### src/rtl/wr_arb_pkg.sv
// Types and defaults shared by the write arbiter core and the grant controller.
package wr_arb_pkg;

  localparam int unsigned DEF_NUM_PORTS = 16;
  localparam int unsigned DEF_SEL_W     = 4;
  localparam int unsigned DEF_DATA_W    = 32;

  typedef enum logic [1:0] {
    StIdle,
    StXfer,
    StDrain
  } wr_state_e;

  // LSB position of port idx's beat in a packed per-port data bus.
  function automatic int unsigned beat_lo(input int unsigned idx, input int unsigned w);
    return idx * w;
  endfunction

endpackage

### src/rtl/port_beat_mux.sv
// Combinational NUM_PORTS:1 selection of beat data/valid/eop by grant index.
module port_beat_mux
  import wr_arb_pkg::*;
#(
  parameter int unsigned NUM_PORTS = DEF_NUM_PORTS,
  parameter int unsigned SEL_W     = DEF_SEL_W,
  parameter int unsigned DATA_W    = DEF_DATA_W
) (
  input  logic [SEL_W-1:0]            sel,
  input  logic [NUM_PORTS*DATA_W-1:0] port_data,
  input  logic [NUM_PORTS-1:0]        port_valid,
  input  logic [NUM_PORTS-1:0]        port_eop,
  output logic [DATA_W-1:0]           data,
  output logic                        valid,
  output logic                        eop
);

  assign data  = port_data[beat_lo(int'(sel), DATA_W) +: DATA_W];
  assign valid = port_valid[sel];
  assign eop   = port_eop[sel];

endmodule

### src/rtl/write_grant_ctrl.sv
// Locks the arbiter's chosen port, forwards its packet to the SRAM write path and acks the
// arbiter once per packet; aborts stalled (idle timeout) or oversized packets.
module write_grant_ctrl
  import wr_arb_pkg::*;
#(
  parameter int unsigned NUM_PORTS = DEF_NUM_PORTS,
  parameter int unsigned SEL_W     = DEF_SEL_W,
  parameter int unsigned DATA_W    = DEF_DATA_W,
  parameter int unsigned MAX_WORDS = 64,
  parameter int unsigned TIMEOUT   = 255
) (
  input  logic                        clk,
  input  logic                        rst,
  input  logic                        arb_valid,
  input  logic [SEL_W-1:0]            arb_select,
  output logic                        arb_ack,
  input  logic [NUM_PORTS-1:0]        port_req,
  input  logic [NUM_PORTS*DATA_W-1:0] port_data,
  input  logic [NUM_PORTS-1:0]        port_valid,
  input  logic [NUM_PORTS-1:0]        port_eop,
  output logic [NUM_PORTS-1:0]        port_ready,
  input  logic                        wr_ready,
  output logic                        wr_valid,
  output logic [DATA_W-1:0]           wr_data,
  output logic                        wr_sop,
  output logic                        wr_eop,
  output logic [SEL_W-1:0]            wr_port,
  output logic                        busy,
  output logic                        err_abort
);

  localparam int unsigned CNT_W  = $clog2(MAX_WORDS + 1);
  localparam int unsigned IDLE_W = $clog2(TIMEOUT + 1);

  wr_state_e         state_q, state_d;
  logic [SEL_W-1:0]  grant_q, grant_d;
  logic [CNT_W-1:0]  beat_cnt_q, beat_cnt_d;
  logic [IDLE_W-1:0] idle_cnt_q, idle_cnt_d;
  logic              err_abort_q, err_abort_d;

  logic [DATA_W-1:0]    sel_data;
  logic                 sel_valid;
  logic                 sel_eop;
  logic [NUM_PORTS-1:0] grant_onehot;
  logic                 last_len;
  logic                 idle_hit;

  port_beat_mux #(
    .NUM_PORTS (NUM_PORTS),
    .SEL_W     (SEL_W),
    .DATA_W    (DATA_W)
  ) u_mux (
    .sel        (grant_q),
    .port_data  (port_data),
    .port_valid (port_valid),
    .port_eop   (port_eop),
    .data       (sel_data),
    .valid      (sel_valid),
    .eop        (sel_eop)
  );

  assign grant_onehot = NUM_PORTS'(1) << grant_q;
  assign last_len     = (beat_cnt_q == CNT_W'(MAX_WORDS - 1));
  // Fires on the TIMEOUT-th consecutive cycle without a valid beat.
  assign idle_hit     = !sel_valid && (idle_cnt_q == IDLE_W'(TIMEOUT - 1));
  assign err_abort    = err_abort_q;

  always_comb begin
    state_d     = state_q;
    grant_d     = grant_q;
    beat_cnt_d  = beat_cnt_q;
    idle_cnt_d  = idle_cnt_q;
    err_abort_d = 1'b0;
    arb_ack     = 1'b0;
    port_ready  = '0;
    wr_valid    = 1'b0;
    wr_data     = '0;
    wr_sop      = 1'b0;
    wr_eop      = 1'b0;
    wr_port     = '0;
    busy        = 1'b0;

    unique case (state_q)
      StIdle: begin
        if (arb_valid && port_req[arb_select] && !rst) begin
          arb_ack    = 1'b1;
          grant_d    = arb_select;
          beat_cnt_d = '0;
          idle_cnt_d = '0;
          state_d    = StXfer;
        end
      end

      StXfer: begin
        busy       = 1'b1;
        wr_port    = grant_q;
        wr_valid   = sel_valid;
        wr_data    = sel_data;
        port_ready = grant_onehot & {NUM_PORTS{wr_ready}};
        wr_sop     = sel_valid && (beat_cnt_q == '0);
        wr_eop     = sel_valid && (sel_eop || last_len);
        if (sel_valid && wr_ready) begin
          idle_cnt_d = '0;
          beat_cnt_d = beat_cnt_q + 1'b1;
          if (sel_eop) begin
            state_d    = StIdle;
            beat_cnt_d = '0;
          end else if (last_len) begin
            err_abort_d = 1'b1;
            state_d     = StDrain;
          end
        end else if (sel_valid) begin
          // Backpressure is not idleness.
          idle_cnt_d = '0;
        end else if (idle_hit) begin
          err_abort_d = 1'b1;
          state_d     = StIdle;
          beat_cnt_d  = '0;
          idle_cnt_d  = '0;
        end else begin
          idle_cnt_d = idle_cnt_q + 1'b1;
        end
      end

      StDrain: begin
        busy       = 1'b1;
        wr_port    = grant_q;
        port_ready = grant_onehot;
        if (sel_valid) begin
          idle_cnt_d = '0;
          if (sel_eop) begin
            state_d    = StIdle;
            beat_cnt_d = '0;
          end
        end else if (idle_hit) begin
          err_abort_d = 1'b1;
          state_d     = StIdle;
          beat_cnt_d  = '0;
          idle_cnt_d  = '0;
        end else begin
          idle_cnt_d = idle_cnt_q + 1'b1;
        end
      end

      default: state_d = StIdle;
    endcase
  end

  always_ff @(posedge clk) begin
    if (rst) begin
      state_q     <= StIdle;
      grant_q     <= '0;
      beat_cnt_q  <= '0;
      idle_cnt_q  <= '0;
      err_abort_q <= 1'b0;
    end else begin
      state_q     <= state_d;
      grant_q     <= grant_d;
      beat_cnt_q  <= beat_cnt_d;
      idle_cnt_q  <= idle_cnt_d;
      err_abort_q <= err_abort_d;
    end
  end

endmodule

### config.mk
export PLATFORM = sky130hd
export DESIGN_NAME = write_grant_ctrl
export DESIGN_NICKNAME = d
export VERILOG_FILES = /design/src/rtl/wr_arb_pkg.sv /design/src/rtl/port_beat_mux.sv /design/src/rtl/write_grant_ctrl.sv
export SDC_FILE = /design/constraint.sdc
export NUM_CORES = 1
export LEC_CHECK = 0
export CAP_MARGIN = 20
export CORE_AREA = 2 2 241 243
export CTS_CLUSTER_DIAMETER = 50
export DETAILED_ROUTE_END_ITERATION = 10
export DIE_AREA = 0 0 243 245
export PLACE_DENSITY = 0.47
export SYNTH_ARGS = -nofsm -noshare
export SYNTH_HDL_FRONTEND = slang
export SYNTH_SLANG_ARGS = --single-unit
### constraint.sdc
create_clock -name clk -period 6.3 [get_ports clk]
set_input_delay 1.26 -clock clk [delete_from_list [all_inputs] [get_ports clk]]
set_output_delay 1.26 -clock clk [all_outputs]
set_load 0.005 [all_outputs]
# [After elaboration in Yosys (flattened, before gate mapping)]
# Index checks and enable logic that the tools add are counted.
[word_totals] register_bits=22
[op_classes] add_sub_neg=2 n_lt_le_gt_ge=2 n_eq_ne=8 shifts=2 muxes=43 bitwise_logic=1 reduce_logical=17
[op_table] op="variable part select 512 x 10 -> 32 bit" n=1
[op_table] op="2-to-1 mux 7 bit" n=7
[op_table] op="2-to-1 mux 32 bit" n=1
[op_table] op="2-to-1 mux 8 bit" n=4
[op_table] op="one-hot mux 16 bit (2 select lines)" n=1
[op_table] op="one-hot mux 8 bit (3 select lines)" n=1
[op_table] op="one-hot mux 7 bit (3 select lines)" n=1
[op_table] op="AND 16 bit" n=1
[op_table] op="2-to-1 mux 2 bit" n=8
[op_table] op="<< shifter 1 x 4 -> 16 bit (first input constant)" n=1
[op_table] op="2-to-1 mux 1 bit" n=14
[op_table] op="binary-select mux 1 bit (select 4 bit)" n=3
[op_table] op="< comparator 4 x 5 -> 1 bit (second input constant)" n=2
[op_table] op="adder 8 x 1 -> 8 bit (second input constant)" n=1
[op_table] op="== test 8 bit (second input constant)" n=1
[op_table] op="AND reduction 4 bit" n=2
[op_table] op="adder 7 x 1 -> 7 bit (second input constant)" n=1
[op_table] op="== test 7 x 6 -> 1 bit (second input constant)" n=1
[op_table] op="logical NOT 7 bit" n=1
[op_table] op="logical AND 1 bit" n=6
[op_table] op="!= test 3 bit (second input constant)" n=2
[op_table] op="one-hot mux 2 bit (3 select lines)" n=1
[op_table] op="2-to-1 mux 4 bit" n=1
[op_table] op="!= test 4 bit (second input constant)" n=1
[op_table] op="other kinds (10)" n=12

# [Longest topological paths before layout]
[depth] ltp_word=8 ltp_mapped=9

# [Hierarchy]
# Synthesis repeated with hierarchy kept, for this count alone.
[hier_totals] cells_unflattened=542 hier_area_um2=5893.2
[by_module_without_submodules] module="port_beat_mux" instances=1 cells_each=287 area_per_inst_um2=3950.0 seq_area_each_um2=0.0
[by_module_without_submodules] module="write_grant_ctrl" instances=1 cells_each=255 area_per_inst_um2=1943.1 seq_area_each_um2=440.4

# [Worst setup path after synthesis]
# No wires, ideal clock.
[synth_timing] path_kind="in2out" start="input port arb_select[3]" end="output port arb_ack" arrival_time_ns=2.450 required_ns=5.040 slack_ns=2.590 path_stages=5 cell_sequence="clkbuf_1 -> mux4_2 -> nand2b_1 -> nand4b_1 -> a21boi_1"
[synth_via] elab_chain_cells=6
[synth_rtl] element="start: declaration" line="write_grant_ctrl.sv:15" source="input logic [SEL_W-1:0] arb_select,"
[synth_rtl] element="binary-select mux 1 bit (select 4 bit)" line="write_grant_ctrl.sv:85" source="if (arb_valid && port_req[arb_select] && !rst) begin"
[synth_rtl] element="2-to-1 mux 1 bit (implied by the code)" line="write_grant_ctrl.sv:85"
[synth_rtl] element="logical AND 1 bit (2 in a row)" line="write_grant_ctrl.sv:85"
[synth_rtl] element="2-to-1 mux 1 bit" line="write_grant_ctrl.sv:85"
[synth_rtl] element="2-to-1 mux 1 bit" line="write_grant_ctrl.sv:83" source="unique case (state_q)"
[synth_rtl] element="end: declaration" line="write_grant_ctrl.sv:16" source="output logic arb_ack,"
# Every way passes these cells. The select of a mux whose other input is x is not followed.

# [Worst setup path in the final report]
# Same ends and word-level chain as after synthesis.

==> flow_summary.json <==
{
  "insertion_delay_ns": 0.26,
  "ant_nets": 0,
  "syn_nets": 1037,
  "numCtsBuffers": 3,
  "drv_slew": 0,
  "cts_tree": "built",
  "rows": 88,
  "ir_worst_vdd_mv": 0.114,
  "reg2regPathDepth": 6,
  "antenna_found_initial": 21,
  "drt_iter0_markers": 360,
  "layout-drive-gt1-share_pct": 18.7,
  "wl_per_cell_um": 24.1,
  "timing.rr.start": "grant_q[3]$_SDFFE_PP0P_",
  "holdWs_ns": 0.530,
  "required_ns": 5.04,
  "vias_per_cell": 4.00,
  "cap_violations": 0,
  "r2r_setup_slack_ns": 3.25,
  "hold_viol": 0,
  "maxSlewHeadroom_pct": 40.4,
  "yosys-top-cells-area": "mux4_2 (65%), dfxtp_1 (7.5%), and2_1 (3.9%)",
  "crit_family": "buffers and inverters",
  "crit_chain": "clkdlybuf4s50_1 -> mux4_2 -> nand2b_1 -> nand4b_1 -> a21boi_1 -> clkdlybuf4s50_1",
  "max_stage_delay_ns": 0.70,
  "clk_pin_slew_worst_paths_ns": 0.06,
  "layout_setup_ws_ns": 1.38,
  "utilization_pct": 23.1,
  "p_leak_nw": 4.08,
  "final_common_cell": "clkdlybuf4s50_1",
  "ctsHoldBuffers": 0,
  "layout_common_cells": "clkdlybuf4s50_1 (625), mux4_2 (171), and2_1 (37), nor2_1 (33), dfxtp_1 (18)",
  "netlist-cell-type-count": 47,
  "place_area_um2": 13000,
  "final_area_um2": 13200,
  "p_switching_uw": 517,
  "combPwrFrac_pct": 76.5,
  "outcome": "finished clean",
  "critPathLaunch": "arb_select[3]",
  "initial_core_util_pct": 10.3,
  "globalplace.congestion": 0.866,
  "portBuffers": 625,
  "crit_top_cell": "clkdlybuf4s50_1",
  "routed_wl_um": 43800,
  "htree_levels": 1,
  "grt_pass1_vias": 8047,
  "final_nets": 1626,
  "internal_power_uw": 987,
  "synth_edf_count": 0,
  "synth.largest_area_cell": "mux4_2",
  "cts_buffer_depth": 2,
  "grt_max_degree": 81,
  "die_height_um": 245,
  "reg2reg_to": "state_q[1]$_SDFFE_PP0P_",
  "tns_ns": 0,
  "async_flop_share_pct": 0,
  "setup_viol": 0,
  "drtPass1Iterations": 4,
  "num_vias": 7271,
  "drc": 0,
  "path_class": "primary input to output port",
  "grt_pass1_wl_um": 60200,
  "clkPwrFrac_pct": 12.1,
  "grt-ovfl-total": 0,
  "area_growth_syn_to_layout_pct": 123,
  "dp_worst_setup_slack_ns": 1.39,
  "dieArea_um2": 59500,
  "arrival_ns": 3.66,
  "clockRootBuffer": "clkbuf_16",
  "post-dp-hpwl_um": 38200,
  "worstSetupPathDepth": 6,
  "ys_ff_latch": 22,
  "syn_avg_cell_area_um2": 12.8,
  "synthCells": 461,
  "netlist_area_um2": 5890,
  "clkSinkCount": 22,
  "period_share_pct": 78.0,
  "p_seq_share_pct": 11.4,
  "hold_start": "idle_cnt_q[7]$_SDFFE_PP0P_",
  "cts_resized": 0,
  "crit_slowest_cell": "clkdlybuf4s50_1",
  "core_area_um2": 57000,
  "synth_ff_type": "dfxtp_1",
  "rsz0062_at_grt": "false",
  "die_w_um": 243,
  "holdCritPathClass": "flop to flop",
  "p_sw_share_pct": 34.4,
  "crit_path_start_kind": "primary input",
  "io_pins": 626,
  "netlist.area_leader.share_pct": 65.4,
  "post_cts_buffers": 0,
  "path_buf_inv": 2,
  "ys_seq_area_share_pct": 7.47,
  "worstMarginPinSlew_ns": 0.893,
  "power_density_nw_per_um2": 114,
  "crit_fanout": 7,
  "crit_path_end_kind": "output port",
  "skew_ns": 0.00363,
  "grtUsageTotal_pct": 14.0,
  "period_needed_ns": 4.92,
  "timing.fmax_mhz": 203,
  "synth_warnings": 0,
  "crit_end": "arb_ack"
}
[how the worst min path moves through the flow]
| stage | to | slack (ns) | cells after the start |
|---|---|---|---|
| after floorplan | beat_cnt_q[1]$_SDFFE_PP0P_ | 0.48 | 2 |
| after global placement | idle_cnt_q[7]$_SDFFE_PP0P_ | 0.50 | 2 |
| after global routing | beat_cnt_q[1]$_SDFFE_PP0P_ | 0.56 | 2 |
| after CTS | idle_cnt_q[7]$_SDFFE_PP0P_ | 0.53 | 2 |
| after detailed placement | idle_cnt_q[7]$_SDFFE_PP0P_ | 0.52 | 2 |
| final | idle_cnt_q[7]$_SDFFE_PP0P_ | 0.53 | 2 |
[area by class of cell]
type | count | area, um^2
fillers | 6169 | 43900
clock inverters | 1 | 30.0
multi-input cells | 376 | 5200
clock buffers | 3 | 75.1
inverters | 12 | 45.0
repair buffers | 635 | 6380
diodes | 3 | 7.51
well taps | 765 | 957
flip-flops and latches | 22 | 453
[worst reg2reg max path: stages, from the launching register on]
cell and delay, ns:
dfxtp_2 0.90, mux4_2 0.46, mux4_2 0.57, nor3b_1 0.24, a31oi_1 0.24, a31oi_1 0.13
or3_1 0.39
[sequential cells by signal (all words and copies together), names as in the netlist]
register	flops
err_abort	1
grant_q	4
beat_cnt_q	7
idle_cnt_q	8
state_q	2
[metal layers]
layer | share of wire (%) | track usage [%]
met1 | 40 | 17.0
met2 | 52 | 25.8
met3 | 8.0 | 3.72
met4 | 0.40 | 0.632
met5 | 0.20 | 0
[per-stage QoR]
stage                     total power [mW]  cells
final                                 1.50   1817
after global routing                  1.60   1814
after CTS                             1.54   1814
after detailed placement              1.35   1810
after global placement                1.35   1810
after floorplan                      0.633    461
[cell families after synthesis]
logic type      Yosys count  share of synthesized area (%)
mux                     185                           67.8
simple gates            134                           12.2
buf+inv                  63                           4.31
compound gates           42                           5.48
flops                    22                           7.47
fa+ha+maj                 8                           1.70
xor+xnor                  7                           1.04
[power groups by stage]
stage	clock network [mW]	registers (mW)	logic, mW
2_1_floorplan	0	0.159	0.474
4_1_cts	0.183	0.173	1.18
3_3_place_gp	0	0.176	1.18
3_5_place_dp	0	0.176	1.17
6_report	0.181	0.172	1.15
5_1_grt	0.188	0.176	1.23
[cells in the mapped netlist, drive strengths merged (3+ instances only)]
master and count:
a31oi 3, o211ai 9, clkbuf 24, and3 6, mux2i 12, buf 27
mux4 171, nand2b 5, a211oi 11, nor3 8, inv 11, nor2 33
ha 8, a21oi 3, nand4 8, dfxtp 22, nand3 10, xnor2 7
nand2 11, and2 37, nor2b 5
Note: power is estimated with default switching activity, not from simulation.
